`src/rtl/pattern_scan_pkg.sv`:
```
// pattern_scan_pkg: shared state type, default pattern and width helpers
package pattern_scan_pkg;

    typedef enum logic [1:0] {IDLE, SCAN, RELEASE} state_t;

    localparam int PAT_W_DEF = 6;
    localparam logic [PAT_W_DEF-1:0] PATTERN_DEF = 6'b101011;

    function automatic int id_w(input int n);
        return (n < 2) ? 1 : $clog2(n);
    endfunction

    function automatic int cnt_w(input int n);
        return $clog2(n + 1);
    endfunction

endpackage

```
`src/rtl/pattern_scan_arbiter_if.sv`:
```
// pattern_scan_arbiter_if: requester bundle and result strobes of the shared scanner
interface pattern_scan_arbiter_if
    import pattern_scan_pkg::*;
#(
    parameter int NREQ      = 4,
    parameter int FRAME_LEN = 16
) ();

    localparam int ID_W  = id_w(NREQ);
    localparam int CNT_W = cnt_w(FRAME_LEN);

    logic [NREQ-1:0]  req;
    logic [NREQ-1:0]  din;
    logic [NREQ-1:0]  din_vld;
    logic [NREQ-1:0]  gnt;
    logic             busy;
    logic             hit;
    logic [ID_W-1:0]  hit_id;
    logic             done;
    logic [ID_W-1:0]  done_id;
    logic [CNT_W-1:0] done_cnt;
    logic             done_abort;

    modport master (
        output req, din, din_vld,
        input  gnt, busy, hit, hit_id, done, done_id, done_cnt, done_abort
    );

    modport slave (
        input  req, din, din_vld,
        output gnt, busy, hit, hit_id, done, done_id, done_cnt, done_abort
    );

endinterface

```
`src/rtl/pattern_scan_engine.sv`:
```
// pattern_scan_engine: serial pattern detector with bit and match counters for one frame
module pattern_scan_engine
    import pattern_scan_pkg::*;
#(
    parameter int                PAT_W     = PAT_W_DEF,
    parameter logic [PAT_W-1:0]  PATTERN   = PAT_W'(PATTERN_DEF),
    parameter int                FRAME_LEN = 16,
    localparam int               CNT_W     = cnt_w(FRAME_LEN)
) (
    input  logic             clk,
    input  logic             r,
    input  logic             i_clear,
    input  logic             i_bit,
    input  logic             i_valid,
    output logic             o_hit,
    output logic             o_last,
    output logic [CNT_W-1:0] o_count
);

    logic [PAT_W-1:0] r_hist;
    logic [CNT_W-1:0] r_bitcnt;
    logic [CNT_W-1:0] r_matchcnt;
    logic [PAT_W-1:0] w_hist;
    logic [CNT_W-1:0] w_bitcnt_nx;

    // o_hit/o_last describe the bit being accepted now; o_count is the match count after it
    always_comb begin
        w_hist      = {r_hist[PAT_W-2:0], i_bit};
        w_bitcnt_nx = r_bitcnt + 1'b1;
        o_hit       = i_valid && (w_hist == PATTERN) && (w_bitcnt_nx >= CNT_W'(PAT_W));
        o_last      = i_valid && (w_bitcnt_nx == CNT_W'(FRAME_LEN));
        o_count     = (o_hit && r_matchcnt != CNT_W'(FRAME_LEN)) ? r_matchcnt + 1'b1 : r_matchcnt;
    end

    // shift history and counters; overlapping matches keep the history intact
    always_ff @(posedge clk) begin
        if (r || i_clear) begin
            r_hist     <= '0;
            r_bitcnt   <= '0;
            r_matchcnt <= '0;
        end else if (i_valid) begin
            r_hist     <= w_hist;
            r_bitcnt   <= w_bitcnt_nx;
            r_matchcnt <= o_count;
        end
    end

endmodule

```
`src/rtl/pattern_scan_arbiter.sv`:
```
// pattern_scan_arbiter: round-robin sharing of one pattern-scan engine across requesters
module pattern_scan_arbiter
    import pattern_scan_pkg::*;
#(
    parameter int               NREQ      = 4,
    parameter int               PAT_W     = PAT_W_DEF,
    parameter logic [PAT_W-1:0] PATTERN   = PAT_W'(PATTERN_DEF),
    parameter int               FRAME_LEN = 16
) (
    input  logic                   clk,
    input  logic                   r,
    pattern_scan_arbiter_if.slave  bus
);

    localparam int ID_W  = id_w(NREQ);
    localparam int CNT_W = cnt_w(FRAME_LEN);
    localparam logic [ID_W:0] NREQ_W = (ID_W+1)'(NREQ);

    state_t           r_state;
    state_t           w_state_nx;
    logic [ID_W-1:0]  r_owner;
    logic [ID_W-1:0]  r_ptr;
    logic [NREQ-1:0]  r_gnt;
    logic             r_busy;
    logic             r_hit;
    logic [ID_W-1:0]  r_hit_id;
    logic             r_done;
    logic [ID_W-1:0]  r_done_id;
    logic [CNT_W-1:0] r_done_cnt;
    logic             r_done_abort;

    logic [2*NREQ-1:0] w_dbl;
    logic [NREQ-1:0]   w_rot;
    logic [ID_W-1:0]   w_off;
    logic [ID_W:0]     w_sum;
    logic [ID_W-1:0]   w_pick;
    logic              w_own_req;
    logic              w_valid;
    logic              w_hit;
    logic              w_last;
    logic [CNT_W-1:0]  w_cnt;
    logic              w_abort;
    logic              w_done;

    // rotate requests so bit 0 is the pointer position, then take the lowest set offset
    always_comb begin
        w_dbl = {bus.req, bus.req} >> r_ptr;
        w_rot = w_dbl[NREQ-1:0];
        w_off = '0;
        for (int k = NREQ - 1; k >= 0; k--)
            if (w_rot[k]) w_off = ID_W'(k);
        w_sum  = {1'b0, r_ptr} + {1'b0, w_off};
        w_pick = (w_sum >= NREQ_W) ? ID_W'(w_sum - NREQ_W) : w_sum[ID_W-1:0];
    end

    assign w_own_req = bus.req[r_owner];
    assign w_valid   = (r_state == SCAN) && w_own_req && bus.din_vld[r_owner];

    pattern_scan_engine #(
        .PAT_W     (PAT_W),
        .PATTERN   (PATTERN),
        .FRAME_LEN (FRAME_LEN)
    ) u_engine (
        .clk     (clk),
        .r       (r),
        .i_clear (r_state == IDLE),
        .i_bit   (bus.din[r_owner]),
        .i_valid (w_valid),
        .o_hit   (w_hit),
        .o_last  (w_last),
        .o_count (w_cnt)
    );

    // next state: a frame ends on its last valid bit or when the owner drops req
    always_comb begin
        w_abort    = (r_state == SCAN) && !w_own_req;
        w_done     = w_abort || w_last;
        w_state_nx = (r_state == IDLE) ? ((|bus.req) ? SCAN : IDLE) :
                     (r_state == SCAN) ? (w_done ? RELEASE : SCAN) : IDLE;
    end

    // state, owner latch at grant time and pointer advance on release
    always_ff @(posedge clk) begin
        if (r) begin
            r_state <= IDLE;
            r_owner <= '0;
            r_ptr   <= '0;
        end else begin
            r_state <= w_state_nx;
            if (r_state == IDLE) r_owner <= w_pick;
            if (r_state == RELEASE) r_ptr <= (r_owner == ID_W'(NREQ - 1)) ? '0 : r_owner + 1'b1;
        end
    end

    // registered outputs; ids and counts hold between strobes
    always_ff @(posedge clk) begin
        if (r) begin
            r_gnt        <= '0;
            r_busy       <= 1'b0;
            r_hit        <= 1'b0;
            r_hit_id     <= '0;
            r_done       <= 1'b0;
            r_done_id    <= '0;
            r_done_cnt   <= '0;
            r_done_abort <= 1'b0;
        end else begin
            r_gnt  <= (r_state == IDLE && |bus.req) ? NREQ'(1) << w_pick :
                      (r_state == RELEASE) ? '0 : r_gnt;
            r_busy <= (r_state == IDLE && |bus.req) ? 1'b1 :
                      (r_state == RELEASE) ? 1'b0 : r_busy;
            r_hit  <= w_hit;
            r_done <= w_done;
            if (w_hit) r_hit_id <= r_owner;
            if (w_done) begin
                r_done_id    <= r_owner;
                r_done_cnt   <= w_cnt;
                r_done_abort <= w_abort;
            end
        end
    end

    assign bus.gnt        = r_gnt;
    assign bus.busy       = r_busy;
    assign bus.hit        = r_hit;
    assign bus.hit_id     = r_hit_id;
    assign bus.done       = r_done;
    assign bus.done_id    = r_done_id;
    assign bus.done_cnt   = r_done_cnt;
    assign bus.done_abort = r_done_abort;

endmodule

```
`src/flat_wrapper.sv`:
```
// flat-port wrapper written by rule: the top's interface ports become plain ports
module pattern_scan_arbiter_flat import pattern_scan_pkg::*;
#(
    parameter int               NREQ      = 4,
    parameter int               PAT_W     = PAT_W_DEF,
    parameter logic [PAT_W-1:0] PATTERN   = PAT_W'(PATTERN_DEF),
    parameter int               FRAME_LEN = 16
)
  (clk, r, bus_req, bus_din, bus_din_vld, bus_gnt, bus_busy, bus_hit, bus_hit_id, bus_done, bus_done_id, bus_done_cnt, bus_done_abort);
  pattern_scan_arbiter_if #(.NREQ(NREQ), .FRAME_LEN(FRAME_LEN)) bus_i ();
  input  logic clk;
  input  logic r;
  input wire logic [$bits(bus_i.req)-1:0] bus_req;
  input wire logic [$bits(bus_i.din)-1:0] bus_din;
  input wire logic [$bits(bus_i.din_vld)-1:0] bus_din_vld;
  output wire logic [$bits(bus_i.gnt)-1:0] bus_gnt;
  output wire logic [$bits(bus_i.busy)-1:0] bus_busy;
  output wire logic [$bits(bus_i.hit)-1:0] bus_hit;
  output wire logic [$bits(bus_i.hit_id)-1:0] bus_hit_id;
  output wire logic [$bits(bus_i.done)-1:0] bus_done;
  output wire logic [$bits(bus_i.done_id)-1:0] bus_done_id;
  output wire logic [$bits(bus_i.done_cnt)-1:0] bus_done_cnt;
  output wire logic [$bits(bus_i.done_abort)-1:0] bus_done_abort;
  assign bus_i.req = bus_req;
  assign bus_i.din = bus_din;
  assign bus_i.din_vld = bus_din_vld;
  assign bus_gnt = bus_i.gnt;
  assign bus_busy = bus_i.busy;
  assign bus_hit = bus_i.hit;
  assign bus_hit_id = bus_i.hit_id;
  assign bus_done = bus_i.done;
  assign bus_done_id = bus_i.done_id;
  assign bus_done_cnt = bus_i.done_cnt;
  assign bus_done_abort = bus_i.done_abort;
  pattern_scan_arbiter #(.NREQ(NREQ), .PAT_W(PAT_W), .PATTERN(PATTERN), .FRAME_LEN(FRAME_LEN)) u_core (.clk(clk), .r(r), .bus(bus_i));
endmodule
```
`config.mk`:
```
export PLATFORM = sky130hd
export DESIGN_NAME = pattern_scan_arbiter_flat
export DESIGN_NICKNAME = d
export VERILOG_FILES = /design/src/rtl/pattern_scan_pkg.sv /design/src/rtl/pattern_scan_arbiter_if.sv /design/src/rtl/pattern_scan_engine.sv /design/src/rtl/pattern_scan_arbiter.sv /design/src/flat_wrapper.sv
export SDC_FILE = /design/constraint.sdc
export NUM_CORES = 1
export LEC_CHECK = 0
export CAP_MARGIN = 10
export CORE_UTILIZATION = 55
export CTS_CLUSTER_SIZE = 16
export DETAILED_ROUTE_END_ITERATION = 8
export PLACE_DENSITY = 0.79
export SYNTH_ARGS = -nofsm -noshare
export SYNTH_HDL_FRONTEND = slang
export SYNTH_HIERARCHICAL = 1
export SYNTH_SLANG_ARGS = --single-unit
```
`constraint.sdc`:
```
create_clock -name clk -period 4.5 [get_ports clk]
set_clock_uncertainty 0.05 [all_clocks]
set_input_delay 0.675 -clock clk [delete_from_list [all_inputs] [get_ports clk]]
set_output_delay 0.675 -clock clk [all_outputs]
set_load 0.05 [all_outputs]
```
Word level (Yosys, flattened, before mapping). Cells that the tools add are included.

Magnitude comparators: 3. Equal/unequal tests: 6. Div/mod/pow operators: 0. $mul: 0. Reduce and logical (&&, ||, !) cells: 14. Shift-type cells: 2. Mux-type cells: 21. Bitwise operators: 0. Add/subtract/negate cells: 5.

Operators with widths (number): 2-bit 2-to-1 mux (9); 5-bit by 1-bit adder with 5-bit output (second input constant) (2); 1-bit logical AND (8); 4-bit 2-to-1 mux (2); 8-bit by 2-bit right shift with 4-bit output (1); 1-bit binary-select mux with 2-bit select (3); 6-bit equality test (second input constant) (1); 1-bit 2-to-1 mux (6); 5-bit equality test (second input constant) (1); 5-bit by 3-bit greater-or-equal comparator with 1-bit output (second input constant) (1); 5-bit 2-to-1 mux (1); 5-bit != test (second input constant) (1); 2-bit equality test (second input constant) (2); 4-bit OR reduction (1); 1-bit by 2-bit << shifter with 4-bit output (first input constant) (1); 2-bit by 2-bit adder with 3-bit output (1); 3-bit greater-or-equal comparator (second input constant) (1); 2-bit by 3-bit less-than comparator with 1-bit output (second input constant) (1); 2-bit by 1-bit adder with 2-bit output (second input constant) (1); 2-bit by 1-bit equality test with 1-bit output (second input constant) (1); 2-bit zero test (1); 1-bit logical OR (2); 2-bit nonzero test (1); 2-bit by 1-bit subtractor with 2-bit output (second input constant) (1); 1-bit zero test (1).

Bits of input ports: 14. Memory bits (writable): 0. Logic and storage cells: 65. Register bits: 38. Bits in latches: 0. Output and inout port bits: 17. Memories: 0. ROM bits: 0.

Longest topological paths before layout. Gate-level depths: netlist (run 1).

Word-level depth: 10. Gate-level depth with buffers: 11. Depth with buffers taken out: 9.

Hierarchy. Netlist (run 1), hierarchy kept.

By module, submodules not included: pattern_scan_arbiter (area each 1109.8 µm², sequential area each 460.4 µm², cells an instance 115, times used 1); pattern_scan_engine (area each 822.0 µm², sequential area each 300.3 µm², cells an instance 99, times used 1).

Least setup slack after synthesis (run 1). No wires, ideal clock.

Kind: input to register. Start point: in bus_req[3]. End point: reg u_core.r_done_cnt[3] (netlist: u_core/bus.done_cnt[3]). Stages on the path: 10. Setup slack: 1.650 ns. Path buffers: 2. Required time: 4.384 ns. Setup time: 0.066 ns. Data arrival time: 2.734 ns. Path through: buf_2 mux4_2 and3_1 nand4_1 or4b_1 buf_2 or4_1 nand2_1 mux2i_1 nor2_1.

Longest elaborated chain between the ends: 8. Elaborated cells between the ends (all ways): 12. Classes of those cells: mux: 3; reduce/logical: 9.

RTL lines: start, declared (RTL line flat_wrapper.sv:13) `input wire logic [$bits(bus_i.req)-1:0] bus_req;`; 1-bit binary-select mux with 2-bit select (RTL line pattern_scan_arbiter.sv:56) `assign w_own_req = bus.req[r_owner];`; 1-bit 2-to-1 mux (not written as such) (RTL line pattern_scan_arbiter.sv:56); 1-bit logical AND (2 in series) (RTL line pattern_scan_arbiter.sv:57) `assign w_valid = (r_state == SCAN) && w_own_req && bus.din_vld[r_owner];`; named net u_core.w_valid (RTL line pattern_scan_arbiter.sv:38) `logic w_valid;`; 1-bit logical AND (2 in series) (RTL line pattern_scan_engine.sv:30) `o_hit = i_valid && (w_hist == PATTERN) && (w_bitcnt_nx >= CNT_W'(PAT_W));`; 1-bit logical AND (RTL line pattern_scan_engine.sv:32) `o_count = (o_hit && r_matchcnt != CNT_W'(FRAME_LEN)) ? r_matchcnt + 1'b1 : r_matchcnt;`; 5-bit 2-to-1 mux (RTL line pattern_scan_engine.sv:32); named net u_core.w_cnt[3] (RTL line pattern_scan_arbiter.sv:41) `logic [CNT_W-1:0] w_cnt;`; end signal, assigned (RTL line pattern_scan_arbiter.sv:116) `r_done_cnt <= w_cnt;`; end, declared (RTL line pattern_scan_arbiter.sv:29) `logic [CNT_W-1:0] r_done_cnt;`.

The timed path passes the listed nets, and every way through them passes these cells. The select of a mux whose other input is x is not followed. A chain may end at the register's enable or synchronous reset.

Worst setup path after layout (run 1).
Start point: in bus_req[1]. End point: reg u_core.r_done_cnt[3] (netlist: u_core/bus.done_cnt[3]).

The elaborated chain is that of the path after synthesis.

==> metrics.txt, run 1 <==
DRC viols 0; Final Hold Viols 0; CP Capture Type flip-flop; GP Congestion 0.8414; first-pass GRT wire length 5913 µm; vias in the first global route 1315; critical path required time 4.73 ns; Worst EP arrival 3.40 ns; via/cell ratio 5.444; Post-CTS Setup Bufs 0; I/O pin count 31; min Tclk post-route 3.168 ns; Final Util 68.15%; post-synthesis mux area share 11.79%; DR vias 1557; final WL 3599 µm; Clock Path Buffers 2; Peak VDD IR 0.0001928 V; Max Fclk 0.3156 GHz; die height 61.27 µm; CTS tree yes; LEAKAGE 0.8980 nW; routed length per placed instance 12.58 µm; Slew @ Worst Pin 0.8959 ns; critical path type in2reg; largest net degree at the start of global routing 27; unrepaired setup endpoints after global routing false; total CTS buffers 5; Synth Area in XOR/XNOR 4.080%; Slew Viols, Final 0; initial antenna violation count 0; GRT Overall Usage 21.60%; # resized after CTS 0; Hold WS 0.4059 ns; Std-Cell Rows 21; type of element launching the critical path primary input; Final WS setup 1.332 ns; Synth Area in Adders 4.534%; Clk Latency, worst-skew pair 0.35 ns; total die area 3753 µm²; Initial Util 57.44%; Iteration-0 DRC Markers 53; Die Wd 61.27 µm; DP HPWL 2600 µm; CTS sink cnt 38; core area 3363 µm²; Hold Path Class reg2reg; Routed Antenna Nets 0; setup_tns 0 ns; Synth async-reset ratio 0%; slew margin rel. 40.09%; Root Driver clkbuf_4; Seq cells post-synth 38; share of layout cells above drive strength 1 7.917%; Compound-Gate Fraction of Synth Area 12.44%; Mean Syn Cell Area 9.027 µm²; commonest register cell after synthesis dfxtp_1; Tcrit/Tclk final 70.41%; max cap viols 0; Post-Place Worst Slack 1.002 ns; Layout area overhead 18.65%; instance count of the mapped netlist 214; Synth Warn # 6; clk slew on worst S/H paths 0.11 ns; sequential element share of the synthesized area 39.38%; Antenna Cells 0; H-tree levels 2; post-synthesis simple-gate area fraction 23.64%; Setup violations, final 0; post-layout total power 0.6657 mW; First-pass DRT Iterations 4; Syn Nets 235; final net count 260; EDFF count, synth 0; Crit Path Max Fanout 8; largest family of logic cells by synthesized area simple AND/OR/NAND/NOR gates; buffers added on ports 30; hold_buf cts 0; FILL cells 294; Netlist cell types 49; status complete, no violations; PwrDens 290.4 nW/µm²; post-synthesis instance area 1932 µm²; GRT overflow 0
==> Yosys cell counts (2+ instances only) <==
master    instances  area (µm²)
a211oi_1          3       22.52
a21oi_1          10       50.05
a31oi_1           2       12.51
buf_2             7       35.03
clkbuf_1          4       15.01
dfxtp_1          38       760.7
ha_1              7       87.58
inv_1             4       15.01
mux2i_1          16       160.2
mux4_2            3       67.56
nand2_1          13       48.80
nand2b_1          3       18.77
nand3_1           8       40.04
nand4_1           3       18.77
nor2_1           40       150.1
nor2b_1           2       12.51
nor3_1            5       25.02
nor4_1            2       12.51
o21ai_0           4       20.02
o31ai_1           3       22.52
or4_1             2       15.01
xnor2_1           3       26.28
xor2_1            6       52.55
==> kinds of logic after synthesis <==
family	count (synthesis)
simple gates	90
flops	38
compound gates	34
mux	19
buf+inv	17
xor+xnor	9
fa+ha+maj	7
==> cells in the final DEF (no fill, tap or decap), drive strengths merged, types with 4 or more instances in the layout <==
cell type      count
clkbuf             7
xor2               6
o21ai              6
nor3               5
a21oi             10
dfxtp             38
inv                4
nand2             13
mux2i             16
ha                 7
nor2              42
nand3              8
clkdlybuf4s50     30
==> routing by layer <==
metal	global-route usage [%]	vias to the layer above	share of wire [%]
met5	0	-	0
met4	8.766	0	1.8
met3	6.933	9	4.9
met2	32.45	44	44
met1	28.70	693	49
li1	-	811	-
==> cell type report <==
| type | instances | area, µm² | area share, % |
|---|---|---|---|
| clock buffers | 7 | 55.05 | 2.402 |
| repair buffers | 31 | 307.8 | 13.43 |
| well taps | 46 | 57.56 | 2.511 |
| clock inverters | 1 | 5.005 | 0.2183 |
| multi-input cells | 159 | 1091 | 47.60 |
| inverters | 4 | 15.01 | 0.6550 |
| flip-flops and latches | 38 | 760.7 | 33.19 |
==> path summary, 6_finish.rpt <==
check | from | cells after the start | slack [ns] | endpoint
max | bus_req[1] | 9 | 1.33 | u_core/bus.done_cnt[3]$_SDFFE_PP0P_
max reg2reg | u_core/r_owner[0]$_SDFFE_PP0P_ | 8 | 1.73 | u_core/bus.done_cnt[3]$_SDFFE_PP0P_
min reg2reg | u_core/bus.gnt[3]$_SDFFE_PP0P_ | 2 | 0.41 | u_core/bus.gnt[3]$_SDFFE_PP0P_
min | u_core/bus.gnt[3]$_SDFFE_PP0P_ | 2 | 0.41 | u_core/bus.gnt[3]$_SDFFE_PP0P_
==> through the flow <==
stage,cells,area (µm²)
final,286,2292
after global routing,286,2292
after CTS,286,2292
after detailed placement,278,2232
after global placement,278,2232
after floorplan,214,1932
==> critical path, cell delays in order <==
cell and delay [ns]:
clkdlybuf4s50_1 0.65, mux4_2 0.37, and3_1 0.19, nand4_1 0.09, or4b_1 0.59, or4_1 0.56, nand2_1 0.10, mux2i_1 0.08
nor2_1 0.09
==> state kept, by name (all words and copies together) (netlist names) <==
register	flops
u_core/bus.busy	1
u_core/bus.done	1
u_core/bus.done_abort	1
u_core/bus.done_cnt	5
u_core/bus.done_id	2
u_core/bus.gnt	4
u_core/bus.hit	1
u_core/bus.hit_id	2
u_core/r_owner	2
u_core/r_ptr	2
u_core/r_state	2
u_core/u_engine/r_bitcnt	5
u_core/u_engine/r_hist	5
u_core/u_engine/r_matchcnt	5
==> report_power, final <==
| part | internal, mW | total (mW) | leakage [nW] | switching (mW) |
|---|---|---|---|---|
| combinational | 0.0523 | 0.122 | 0.555 | 0.0693 |
| sequential | 0.347 | 0.359 | 0.308 | 0.0122 |
| clock | 0.0757 | 0.185 | 0.0353 | 0.109 |
(Power assumes the default switching activity.)
==> run 2: changes to the inputs <==
CORE_UTILIZATION = 53   (was 55)
PLACE_DENSITY = 0.76   (was 0.79)
clock period = 3.2 ns   (was 4.5 ns; I/O delays follow)
==> metrics.txt, run 2 (synthesis results as in run 1) <==
Slew Viols, Final 0 (unchanged); Iteration-0 DRC Markers 72 (+36%); buffers added on ports 30 (unchanged); CTS tree yes; share of layout cells above drive strength 1 10.20% (+2.3 points); critical path required time 3.43 ns (-1.30 ns); Peak VDD IR 0.0003315 V (+72%); Int Pwr 0.6454 mW (+36%); setup_tns 0 ns (unchanged); slew margin rel. 65.14% (+25 points); largest net degree at the start of global routing 20 (-26%); final net count 266 (+2.3%); commonest cells after routing, fill and taps aside 40 x nor2_1, 38 x dfxtp_1, 30 x clkdlybuf4s50_1, 16 x mux2i_1, 13 x nand2_1; Tcrit/Tclk final 87.62%; Max Fclk 0.3567 GHz; core area 3416 µm² (+1.6%); Initial Util 56.56% (-0.88 points); R2R setup slack 0.40 ns (-1.33 ns); Clock Path Buffers 2 (unchanged); Gate power share 19.7% (+1.4 points); Final Hold Viols 0 (unchanged); max cap viols 0 (unchanged); LEAKAGE 0.9220 nW (+2.7%); vias in the first global route 1564 (+19%); FILL cells 272 (-7.5%); status complete, no violations; Clock Power Share 24.7% (-3.1 points); CP bufs+invs 0 (-1); First-pass DRT Iterations 4 (unchanged); H-tree levels 2 (unchanged); critical path type reg2reg; Clk Latency, worst-skew pair 0.34 ns (about the same); Flop pwr share 55.6% (+1.7 points); # resized after CTS 0 (unchanged); total die area 3891 µm² (+3.7%); CP max stage delay 0.60 ns (-0.05 ns); Slew @ Worst Pin 0.5229 ns (-0.3729 ns); Std-Cell Rows 21 (unchanged); min Tclk post-route 2.804 ns; Die Wd 62.38 µm (+1.8%); Root Driver clkbuf_4; Routed Antenna Nets 0 (unchanged); total CTS buffers 5 (unchanged); DR vias 1657 (+6.4%); Setup violations, final 0 (unchanged); type of element launching the critical path flip-flop; die height 62.38 µm (+1.8%); final WL 4007 µm (+11%); first-pass GRT wire length 6755 µm (+14%); I/O pin count 31 (unchanged); GP Congestion 0.8434 (+0.24%); CP cell instances mux4_2 -> and3_1 -> nand4_1 -> or4b_1 -> or4_1 -> nand2_1 -> mux2i_1 -> nor2_1; initial antenna violation count 0 (unchanged); sw frac 29.04% (+0.36 points); most common cell after layout, fill and taps aside nor2_1; GRT overflow 0 (unchanged); Antenna Cells 0 (unchanged); Worst EP arrival 3.03 ns (-0.37 ns); CP Capture Type flip-flop; Layout area overhead 20.34%; GRT Overall Usage 22.07% (+0.46 points); hold_buf cts 0 (unchanged); DRC viols 0 (unchanged); DP HPWL 2924 µm (+12%); switching power 0.2641 mW (+38%); post-layout total power 0.9095 mW (+37%); routed length per placed instance 13.77 µm (+9.4%); via/cell ratio 5.694 (+4.6%); Hold Path Class reg2reg; delay-heaviest family, CP simple AND/OR/NAND/NOR gates; Post-CTS Setup Bufs 0 (unchanged); Critical-path top delay cell or4b_1; Crit Path Max Fanout 8 (unchanged); clk slew on worst S/H paths 0.10 ns (about the same); PwrDens 391.2 nW/µm² (+35%); CTS sink cnt 38 (unchanged); unrepaired setup endpoints after global routing false
[run 2: power by group through the flow]
| stage | clock network, mW | registers (mW) | logic (mW) |
|---|---|---|---|
| after floorplan | 0 | 0.539 | 0.0954 |
| after global placement | 0 | 0.515 | 0.174 |
| after detailed placement | 0 | 0.516 | 0.179 |
| after CTS | 0.234 | 0.505 | 0.179 |
| after global routing | 0.254 | 0.507 | 0.193 |
| final | 0.224 | 0.506 | 0.179 |
[run 2: path summary, 6_finish.rpt]
kind	start	to	depth (start not counted)
worst max register to register	u_core/r_owner[0]$_SDFFE_PP0P_	u_core/bus.done_cnt[4]$_SDFFE_PP0P_	8
worst min register to register	u_core/bus.gnt[3]$_SDFFE_PP0P_	u_core/bus.gnt[3]$_SDFFE_PP0P_	2
worst min-delay path	u_core/bus.gnt[3]$_SDFFE_PP0P_	u_core/bus.gnt[3]$_SDFFE_PP0P_	2
worst max-delay path	u_core/r_owner[0]$_SDFFE_PP0P_	u_core/bus.done_cnt[4]$_SDFFE_PP0P_	8
[run 2: worst register-to-register path, delay by kind of cell, from the launching register on]
kind             cells  cell delay, ns
multiplexers         2            0.43
AND/OR/NAND/NOR      6            1.68
flip-flops           1            0.59
[run 2: final cells by class]
cell class	count	area, µm²	share of cell area (%)
tap	46	57.56	2.476
timing repair buffer	37	352.8	15.18
clock inverter	2	10.01	0.4306
inverter	4	15.01	0.6459
sequential	38	760.7	32.72
clock buffer	5	37.54	1.615
multi-input combinational	159	1091	46.93
[run 2: routing by layer]
metal	GRT usage (%)	vias to the layer above	part of all wire (%)
met5	0	-	0
met4	10.17	0	1.8
met3	4.745	11	4.3
met2	36.68	50	48
met1	27.31	781	46
li1	-	815	-
[run 2: through the flow]
step | util (%) | setup slack (ns) | instances | area (µm²) | hold WS, ns
floorplan | - | 0.5451 | 214 | 1932 | 0.4012
CTS | 68.06 | 0.4015 | 291 | 2325 | 0.4153
finish | 68.06 | 0.3963 | 291 | 2325 | 0.4109
detailed placement | 66.67 | 0.1125 | 284 | 2277 | 0.3913
global route | 68.06 | 0.2667 | 291 | 2325 | 0.4283
global placement | 66.67 | 0.2226 | 284 | 2277 | 0.3871
==> run 3: changes to the inputs <==
CORE_UTILIZATION = 55   (was 53)
CTS_BUF_LIST = sky130_fd_sc_hd__clkbuf_4 sky130_fd_sc_hd__clkbuf_8   (was not set)
PLACE_DENSITY = 0.79   (was 0.76)
==> metrics.txt, run 3 (synthesis results as in run 1) <==
area of the multi-input gates 1091 µm² (unchanged); commonest cells after routing, fill and taps aside 40 x nor2_1, 38 x dfxtp_1, 30 x clkdlybuf4s50_1, 16 x mux2i_1, 13 x nand2_1; via/cell ratio 5.418 (-4.9%); CTS tree yes; Reg area 760.7 µm² (unchanged); routed length per placed instance 12.11 µm (-12%); Clk Latency, worst-skew pair 0.33 ns (about the same); CP cell instances mux4_2 -> and3_1 -> nand4_1 -> or4b_1 -> or4_1 -> nand2_1 -> mux2i_1 -> nor2_1; Post-Place Worst Slack 0.1535 ns (+0.04097 ns); CP bufs+invs 0 (unchanged); Post-CTS Setup Bufs 0 (unchanged); type of element launching the critical path flip-flop; H-tree levels 2 (unchanged); DRC viols 0 (unchanged); Std-Cell Rows 21 (unchanged); DP HPWL 2593 µm (-11%); Clock Path Buffers 2 (unchanged); critical path required time 3.42 ns (about the same); vias in the first global route 1264 (-19%); Root Driver clkbuf_4; DR vias 1582 (-4.5%); critical path type reg2reg; post-placement cell count 284 (unchanged); max cap viols 0 (unchanged); Max Fclk 0.3687 GHz (+3.4%); largest net degree at the start of global routing 27 (+35%); Worst EP arrival 2.93 ns (-0.10 ns); I/O pin count 31 (unchanged); final net count 266 (unchanged); delay-heaviest family, CP simple AND/OR/NAND/NOR gates; Peak VDD IR 0.0003359 V (+1.3%); CP max stage delay 0.59 ns (about the same); total CTS buffers 5 (unchanged); Antenna Cells 0 (unchanged); Initial Util 57.44% (+0.88 points); core area 3363 µm² (-1.5%); min Tclk post-route 2.712 ns (-0.09179 ns); Critical-path top delay cell or4b_1; Hold Path Class reg2reg; Non-Filler Instances 292 (+0.34%); initial antenna violation count 0 (unchanged); # resized after CTS 0 (unchanged); final WL 3536 µm (-12%); most common cell after layout, fill and taps aside nor2_1; setup_tns 0 ns (unchanged); FILL cells 303 (+11%); Crit Path Max Fanout 8 (unchanged); Slew Viols, Final 0 (unchanged); GRT overflow 0 (unchanged); status complete, no violations; share of layout cells above drive strength 1 10.57% (+0.37 points); Die Wd 61.27 µm (-1.8%); total die area 3753 µm² (-3.5%); post-layout total power 0.9437 mW (+3.8%); slew margin rel. 65.31% (+0.17 points); final instance area 2341 µm² (+0.70%); unrepaired setup endpoints after global routing false; Layout area overhead 21.18%; clk slew on worst S/H paths 0.11 ns (about the same); CP Capture Type flip-flop; Placed Area 2277 µm² (unchanged); Setup violations, final 0 (unchanged); PwrDens 403.1 nW/µm² (+3.0%); die height 61.27 µm (-1.8%); Tcrit/Tclk final 84.75% (-2.9 points); GRT Overall Usage 21.08% (-0.99 points); Slew @ Worst Pin 0.5204 ns (-0.002588 ns); first-pass GRT wire length 5782 µm (-14%); LEAKAGE 0.9299 nW (+0.85%); GP Congestion 0.7878 (-6.6%); CTS sink cnt 38 (unchanged); Iteration-0 DRC Markers 83 (+15%); Routed Antenna Nets 0 (unchanged); First-pass DRT Iterations 4 (unchanged); Final WS setup 0.4881 ns (+0.09179 ns); hold_buf cts 0 (unchanged); buffers added on ports 30 (unchanged); Final Hold Viols 0 (unchanged)
run 3: cell count changes in the layout (fill, tap and decap cells not counted):
cell / previous run / this run
clkbuf_8: 0 / 1
clkinv_2: 2 / 1
clkbuf_4: 5 / 6
run 3: area by class of cell:
class                           instances  area share [%]
Inverter                                4          0.6414
Clock inverter                          1          0.2138
Multi-Input combinational cell        159           46.61
Tap cell                               46           2.459
Sequential cell                        38           32.50
Timing Repair Buffer                   37           15.07
Clock buffer                            7           2.512
run 3: worst paths after layout:
check                                 start                                   to  slack, ns  cells past startpoint
min reg2reg  u_core/bus.gnt[3]$_SDFFE_PP0P_       u_core/bus.gnt[3]$_SDFFE_PP0P_       0.41                      2
min          u_core/bus.gnt[3]$_SDFFE_PP0P_       u_core/bus.gnt[3]$_SDFFE_PP0P_       0.41                      2
max reg2reg  u_core/r_owner[0]$_SDFFE_PP0P_  u_core/bus.done_cnt[4]$_SDFFE_PP0P_       0.49                      8
max          u_core/r_owner[0]$_SDFFE_PP0P_  u_core/bus.done_cnt[4]$_SDFFE_PP0P_       0.49                      8
run 3: report_power, final:
| group | total (mW) | internal (mW) | switching (mW) |
|---|---|---|---|
| Clock | 0.261 | 0.115 | 0.146 |
| Combinational | 0.177 | 0.0787 | 0.0985 |
| Sequential | 0.505 | 0.488 | 0.0174 |
| Total | 0.944 | 0.681 | 0.262 |
run 3: worst min-delay path, delay by kind of cell, from the launching register on:
| family | cells | cell delay [ns] |
|---|---|---|
| compound gates | 1 | 0.05 |
| flops | 1 | 0.33 |
| simple gates | 1 | 0.05 |
run 3: per-stage QoR:
| step | hold WS, ns | utilization [%] |
|---|---|---|
| after floorplan | 0.4012 | - |
| after global placement | 0.3915 | 67.71 |
| after detailed placement | 0.3893 | 67.71 |
| after CTS | 0.4127 | 69.61 |
| after global routing | 0.4439 | 69.61 |
| final | 0.4070 | 69.61 |
run 3: layer usage:
layer  track usage [%]  wire length [µm]  up-vias
li1                  -                 -      824
met4             5.844                39        0
met3             5.672               131        5
met5                 0                 0        -
met2             31.37              1563       36
met1             30.07              1802      717
